`src/rtl/inst_mem_loader.sv`:
```
// rtl/inst_mem_loader.sv - instruction memory with byte-serial little-endian program loader
// Synchronous fetch read port with write-first bypass; load stops on halt word or full memory.
module inst_mem_loader #(
  parameter int                  NB_DATA    = 32,
  parameter int                  NBYTE      = 8,
  parameter int                  ADDR_W     = 7,
  parameter int                  N_ELEMENTS = 2**ADDR_W,
  parameter logic [NB_DATA-1:0]  HALT_WORD  = 32'hFFFFFFFF
) (
  input  logic                clock_i,
  input  logic                reset_i,
  input  logic                load_start_i,
  input  logic                byte_valid_i,
  input  logic [NBYTE-1:0]    byte_i,
  input  logic                en_read_i,
  input  logic [ADDR_W-1:0]   addr_read_i,
  output logic [NB_DATA-1:0]  data_o,
  output logic                loading_o,
  output logic                load_done_o,
  output logic                full_o,
  output logic [ADDR_W:0]     word_count_o
);

  localparam int BPW   = NB_DATA / NBYTE;
  localparam int IDX_W = (BPW > 1) ? $clog2(BPW) : 1;
  localparam logic [IDX_W-1:0]  LAST_IDX  = IDX_W'(BPW - 1);
  localparam logic [ADDR_W-1:0] LAST_ADDR = ADDR_W'(N_ELEMENTS - 1);

  typedef enum logic [1:0] {IDLE, LOAD, DONE} state_t;

  state_t              state_q, state_d;
  logic [ADDR_W-1:0]   wr_addr_q, wr_addr_d;
  logic [IDX_W-1:0]    idx_q, idx_d;
  logic [NB_DATA-1:0]  buf_q, buf_d;
  logic [ADDR_W:0]     cnt_q, cnt_d;
  logic                full_q, full_d;
  logic [NB_DATA-1:0]  data_q;
  logic [NB_DATA-1:0]  asm_word;
  logic                commit;

  logic [NB_DATA-1:0]  mem [0:N_ELEMENTS-1];

  // Current byte merged into the partial word so a commit needs no extra cycle
  always_comb begin
    asm_word = buf_q;
    asm_word[int'(idx_q)*NBYTE +: NBYTE] = byte_i;
  end

  assign commit = (state_q == LOAD) && byte_valid_i && (idx_q == LAST_IDX);

  always_ff @(posedge clock_i) begin
    if (reset_i) begin
      state_q   <= IDLE;
      wr_addr_q <= '0;
      idx_q     <= '0;
      buf_q     <= '0;
      cnt_q     <= '0;
      full_q    <= 1'b0;
    end else begin
      state_q   <= state_d;
      wr_addr_q <= wr_addr_d;
      idx_q     <= idx_d;
      buf_q     <= buf_d;
      cnt_q     <= cnt_d;
      full_q    <= full_d;
    end
  end

  always_comb begin
    state_d   = state_q;
    wr_addr_d = wr_addr_q;
    idx_d     = idx_q;
    buf_d     = buf_q;
    cnt_d     = cnt_q;
    full_d    = full_q;
    case (state_q)
      IDLE, DONE: begin
        if (load_start_i) begin
          state_d   = LOAD;
          wr_addr_d = '0;
          idx_d     = '0;
          buf_d     = '0;
          cnt_d     = '0;
          full_d    = 1'b0;
        end
      end
      LOAD: begin
        if (commit) begin
          idx_d = '0;
          buf_d = '0;
          cnt_d = cnt_q + 1'b1;
          if (wr_addr_q == LAST_ADDR) begin
            state_d = DONE;
            full_d  = 1'b1;
          end else begin
            wr_addr_d = wr_addr_q + 1'b1;
            if (asm_word == HALT_WORD) state_d = DONE;
          end
        end else if (byte_valid_i) begin
          buf_d = asm_word;
          idx_d = idx_q + 1'b1;
        end
      end
      default: state_d = IDLE;
    endcase
  end

  always_comb begin
    loading_o    = (state_q == LOAD);
    load_done_o  = (state_q == DONE);
    full_o       = full_q;
    word_count_o = cnt_q;
    data_o       = data_q;
  end

  // RAM has no reset; a commit coinciding with reset is dropped
  always_ff @(posedge clock_i) begin
    if (commit && !reset_i) mem[wr_addr_q] <= asm_word;
  end

  always_ff @(posedge clock_i) begin
    if (reset_i) begin
      data_q <= '0;
    end else if (en_read_i) begin
      if (commit && (addr_read_i == wr_addr_q)) data_q <= asm_word;
      else                                      data_q <= mem[addr_read_i];
    end
  end

endmodule

```
`config.mk`:
```
export PLATFORM = sky130hd
export DESIGN_NAME = inst_mem_loader
export DESIGN_NICKNAME = d
export VERILOG_FILES = /design/src/rtl/inst_mem_loader.sv
export SDC_FILE = /design/constraint.sdc
export NUM_CORES = 2
export LEC_CHECK = 0
export BUFFER_PORTS_ARGS = -buffer_cell sky130_fd_sc_hd__buf_2
export CORE_AREA = 10 10 590 592
export CTS_BUF_LIST = sky130_fd_sc_hd__clkbuf_8 sky130_fd_sc_hd__clkbuf_16
export CTS_CLUSTER_DIAMETER = 40
export DETAILED_ROUTE_END_ITERATION = 10
export DIE_AREA = 0 0 600 602
export PLACE_DENSITY = 0.61
export SLEW_MARGIN = 20
export SYNTH_ARGS = -nofsm -noshare
export SYNTH_HDL_FRONTEND = slang
export SYNTH_SLANG_ARGS = --single-unit
```
`constraint.sdc`:
```
create_clock -name clock_i -period 8.6 [get_ports clock_i]
set_input_delay 0.43 -clock clock_i [delete_from_list [all_inputs] [get_ports clock_i]]
set_output_delay 0.43 -clock clock_i [all_outputs]
set_load 0.02 [all_outputs]
```
==> reports/qor.csv <==
stage;metric;value;unit
layout;P&R area growth vs syn;15.68;%
worst_setup_path;worst reg-to-reg path cell count;8;
synth;Mean Syn Cell Area;21.53;um2
global_routing;initial antenna violation count;34;
floorplanning;die width;600;um
clock_tree;CTS root buffer;clkbuf_16;
layout;layout cell share with drive strength beyond 1;26.71;%
sta;TNS Setup;0;ns
route;final wirelength;463.6;mm
clock_tree;Clock Path Buffers;4;
power_and_ir_drop;Tot Pwr;0.04587;W
outcome;status;finished, final reports clean;
floorplanning;row count;213;
clock_tree;# clock sinks;4180;
synth;Synth Area in Compound Gates;4.349;%
synth;Synth area leaders;edfxtp_1, mux4_2, mux2i_1;
synth;total number of yosys warnings;0;
synth;Synth Area in Simple Gates;1.444;%
route;Post-route DRC;0;
power_and_ir_drop;Pint;0.03606;W
worst_setup_path;Cell Chain, Critical Path;inv_1, ha_1, and4bb_1, a22o_4, buf_4, o21a_1, a41oi_1, a211oi_1;
global_routing;residual overflow from global routing;0;
worst_hold_path;worst min-delay path class;in2reg;
floorplanning;core footprint;335800;um2
worst_setup_path;max incr delay on CP;0.93;ns
synth;main flop type after synthesis;edfxtp_1;
power_and_ir_drop;switching power;0.009805;W
synth;async set-reset flop share out of synthesis;0;%
power_and_ir_drop;pwr dens;247.2;nW/um2
sta;RSZ-0062 raised after global routing;false;
place;placed insts;11760;
synth;Cell Area, Synth;160400;um2
worst_setup_path;CP Launch Type;flop;
synth;distinct cell type count after synthesis;69;
place;placer congestion estimate;0.8839;
route;DR vias;82330;
sta;Max Fclk;217.0;MHz
flow_run;maxcap violations;0;
sta;Slew Limit Fails;0;
synth;Synth top cells by count;edfxtp_1, mux4_2, mux2i_1;
synth;multiplexer area fraction after synthesis;14.90;%
sta;final period utilization;53.57;%
synth;most common cell in the netlist;edfxtp_1;
clock_tree;Clock transition at path regs;0.06;ns
synth;EDFF count, synth;4096;
synth;adder-cell share of the synthesized area;0.06242;%
power_and_ir_drop;Comb power frac;3.6;%
power_and_ir_drop;Leak;58.53;nW
global_routing;largest net degree at the start of global routing;115;
sta;Min Clock Period, post-route;4.607;ns
sta;Fin. Hold Viols;0;
power_and_ir_drop;Switching Fraction;21.38;%
synth;total of flip-flops plus latches after synthesis;4180;
global_routing;first-pass GRT wire length;647.0;mm
sta;Worst Max-Slew Pin Slew;1.328;ns
route;Iteration-0 DRC Markers;10740;
clock_tree;CTS tree;built;
worst_setup_path;Worst Path Arrival;5.53;ns
place;dpl ws;3.388;ns
floorplanning;IO Count;63;
synth;top cell type's share of synthesized area;76.70;%
sta;Finish-stage setup viols;0;
power_and_ir_drop;Clk pwr share;47.8;%
route;Vias per Instance;6.466;
global_routing;Tot GR Track Use;25.21;%
layout;Final Net Count;7911;
route;routed length per instance;36.41;um
worst_setup_path;element type at the critical path end;flop;
worst_setup_path;CP max FO;82;
place;Port Buffers;62;
synth;area leader, netlist;edfxtp_1;
clock_tree;clk_lat worst skew;1.04;ns
worst_setup_path;critical path type;reg2reg;
sta;Slew Limit Headroom;10.28;%
clock_tree;postcts setup bufs;0;
route;post-route ant nets;0;
layout;final non-filler cell total;12730;
worst_setup_path;Data required, critical path;9.52;ns
place;HPWL Detailed;257.5;mm
floorplanning;total die area;361200;um2
sta;worst clock skew;0.04087;ns
worst_setup_path;Slowest-stage cell, CP;buf_4;
worst_hold_path;hold path depth;3;
power_and_ir_drop;sequential power share;48.6;%
route;DRT Pass-1 Iters;6;
synth;post-synthesis sequential area ratio;77.74;%
global_routing;number of global-route vias before repair;82090;
synth;XOR/XNOR share of the synthesized area;0.09830;%
synth;Synth Instances;7448;
layout;fill count;24960;
sta;WHS;0.1299;ns
power_and_ir_drop;VDD IR max;0.0001781;V
floorplanning;initial core utilization;47.76;%
synth;syn nets;7476;
sta;final setup margin;3.993;ns
synth;main combinational cell family by area after synthesis;multiplexers;
floorplanning;die height;602;um
clock_tree;H-tree depth;6;
clock_tree;CTS buffer count;527;
[sequential cells by signal (all words and copies together) (netlist names)]
signal,flops
mem,4096
buf_q,32
data_o,32
word_count_o,8
wr_addr_q,7
idx_q,2
state_q,2
full_o,1
[routing by layer]
metal | track usage [%] | vias up | wire, um
met5 | 0.3833 | - | 253
met4 | 11.94 | 10 | 26230
met3 | 6.117 | 994 | 47800
met2 | 38.16 | 4700 | 212100
met1 | 34.68 | 43930 | 177200
li1 | - | 32700 | -
[kinds of logic after synthesis]
logic type / count (synthesis)
compound gates: 949
xor+xnor: 18
fa+ha+maj: 8
buf+inv: 481
flops: 4180
mux: 1347
simple gates: 465
[power by group through the flow]
stage / Sequential [W] / Clock [W] / Combinational [W]
after floorplan: 0.0227 / 0 / 0.000954
after global placement: 0.0227 / 0 / 0.00161
after detailed placement: 0.0227 / 0 / 0.00163
after CTS: 0.0223 / 0.0222 / 0.00164
after global routing: 0.0223 / 0.0231 / 0.00171
final: 0.0223 / 0.0219 / 0.00165
[layout make-up]
type                            count  area, um2  area share [%]
Antenna cell                       22      55.05         0.02967
Tap cell                         4407       5514           2.972
Inverter                           34      171.4         0.09239
Clock inverter                    394       3832           2.066
Sequential cell                  4180     124700           67.20
Clock buffer                      555      13800           7.437
Multi-Input combinational cell   2787      34760           18.74
Timing Repair Buffer              353       2711           1.461
[timing repair]
action / in CTS / in global routing
hold buffers: 2 / 0
endpoints found under the hold margin: 3 / 0
gates resized for setup: 0 / 0
[stage by stage]
step / utilization, % / area, um2
global placement: 49.94 / 167700
CTS: 55.22 / 185400
finish: 55.25 / 185500
detailed placement: 49.97 / 167800
global route: 55.24 / 185500
floorplan: - / 160400
[cells in the final DEF (no fill, tap or decap), types with 39 or more instances in the layout]
cell           n
edfxtp_1    4096
mux4_2       832
clkbuf_16    547
mux2i_1      515
buf_4        275
a22oi_1      167
o221ai_1     160
o22ai_1      153
nor2_4       124
inv_1         90
o21ai_0       84
dfxtp_1       84
a21boi_0      77
clkinv_2      75
nor2_1        58
clkinv_1      57
buf_2         56
nand2_1       55
bufinv_16     54
nor2b_1       47
nand3_1       45
o21ai_1       45
clkinvlp_4    44
nand2b_1      39
[worst paths after layout]
check | from | to | slack, ns
worst max-delay path | idx_q[0] | data_o[23] | 3.99
worst min-delay path | addr_read_i[4] | data_o[10] | 0.13
worst max register to register | idx_q[0] | data_o[23] | 3.99
worst min register to register | buf_q[31] | buf_q[31] | 0.51
[worst max-delay path: cells and delay by family, from the launching register on]
family / cells / cell delay (ns)
DFF: 1 / 0.58
buffers and inverters: 2 / 1.12
adders and majority gates: 1 / 0.44
AOI/OAI and AO/OA: 4 / 1.83
and+or+nand+nor: 1 / 0.47
Note: power is estimated with default switching activity, not from simulation.
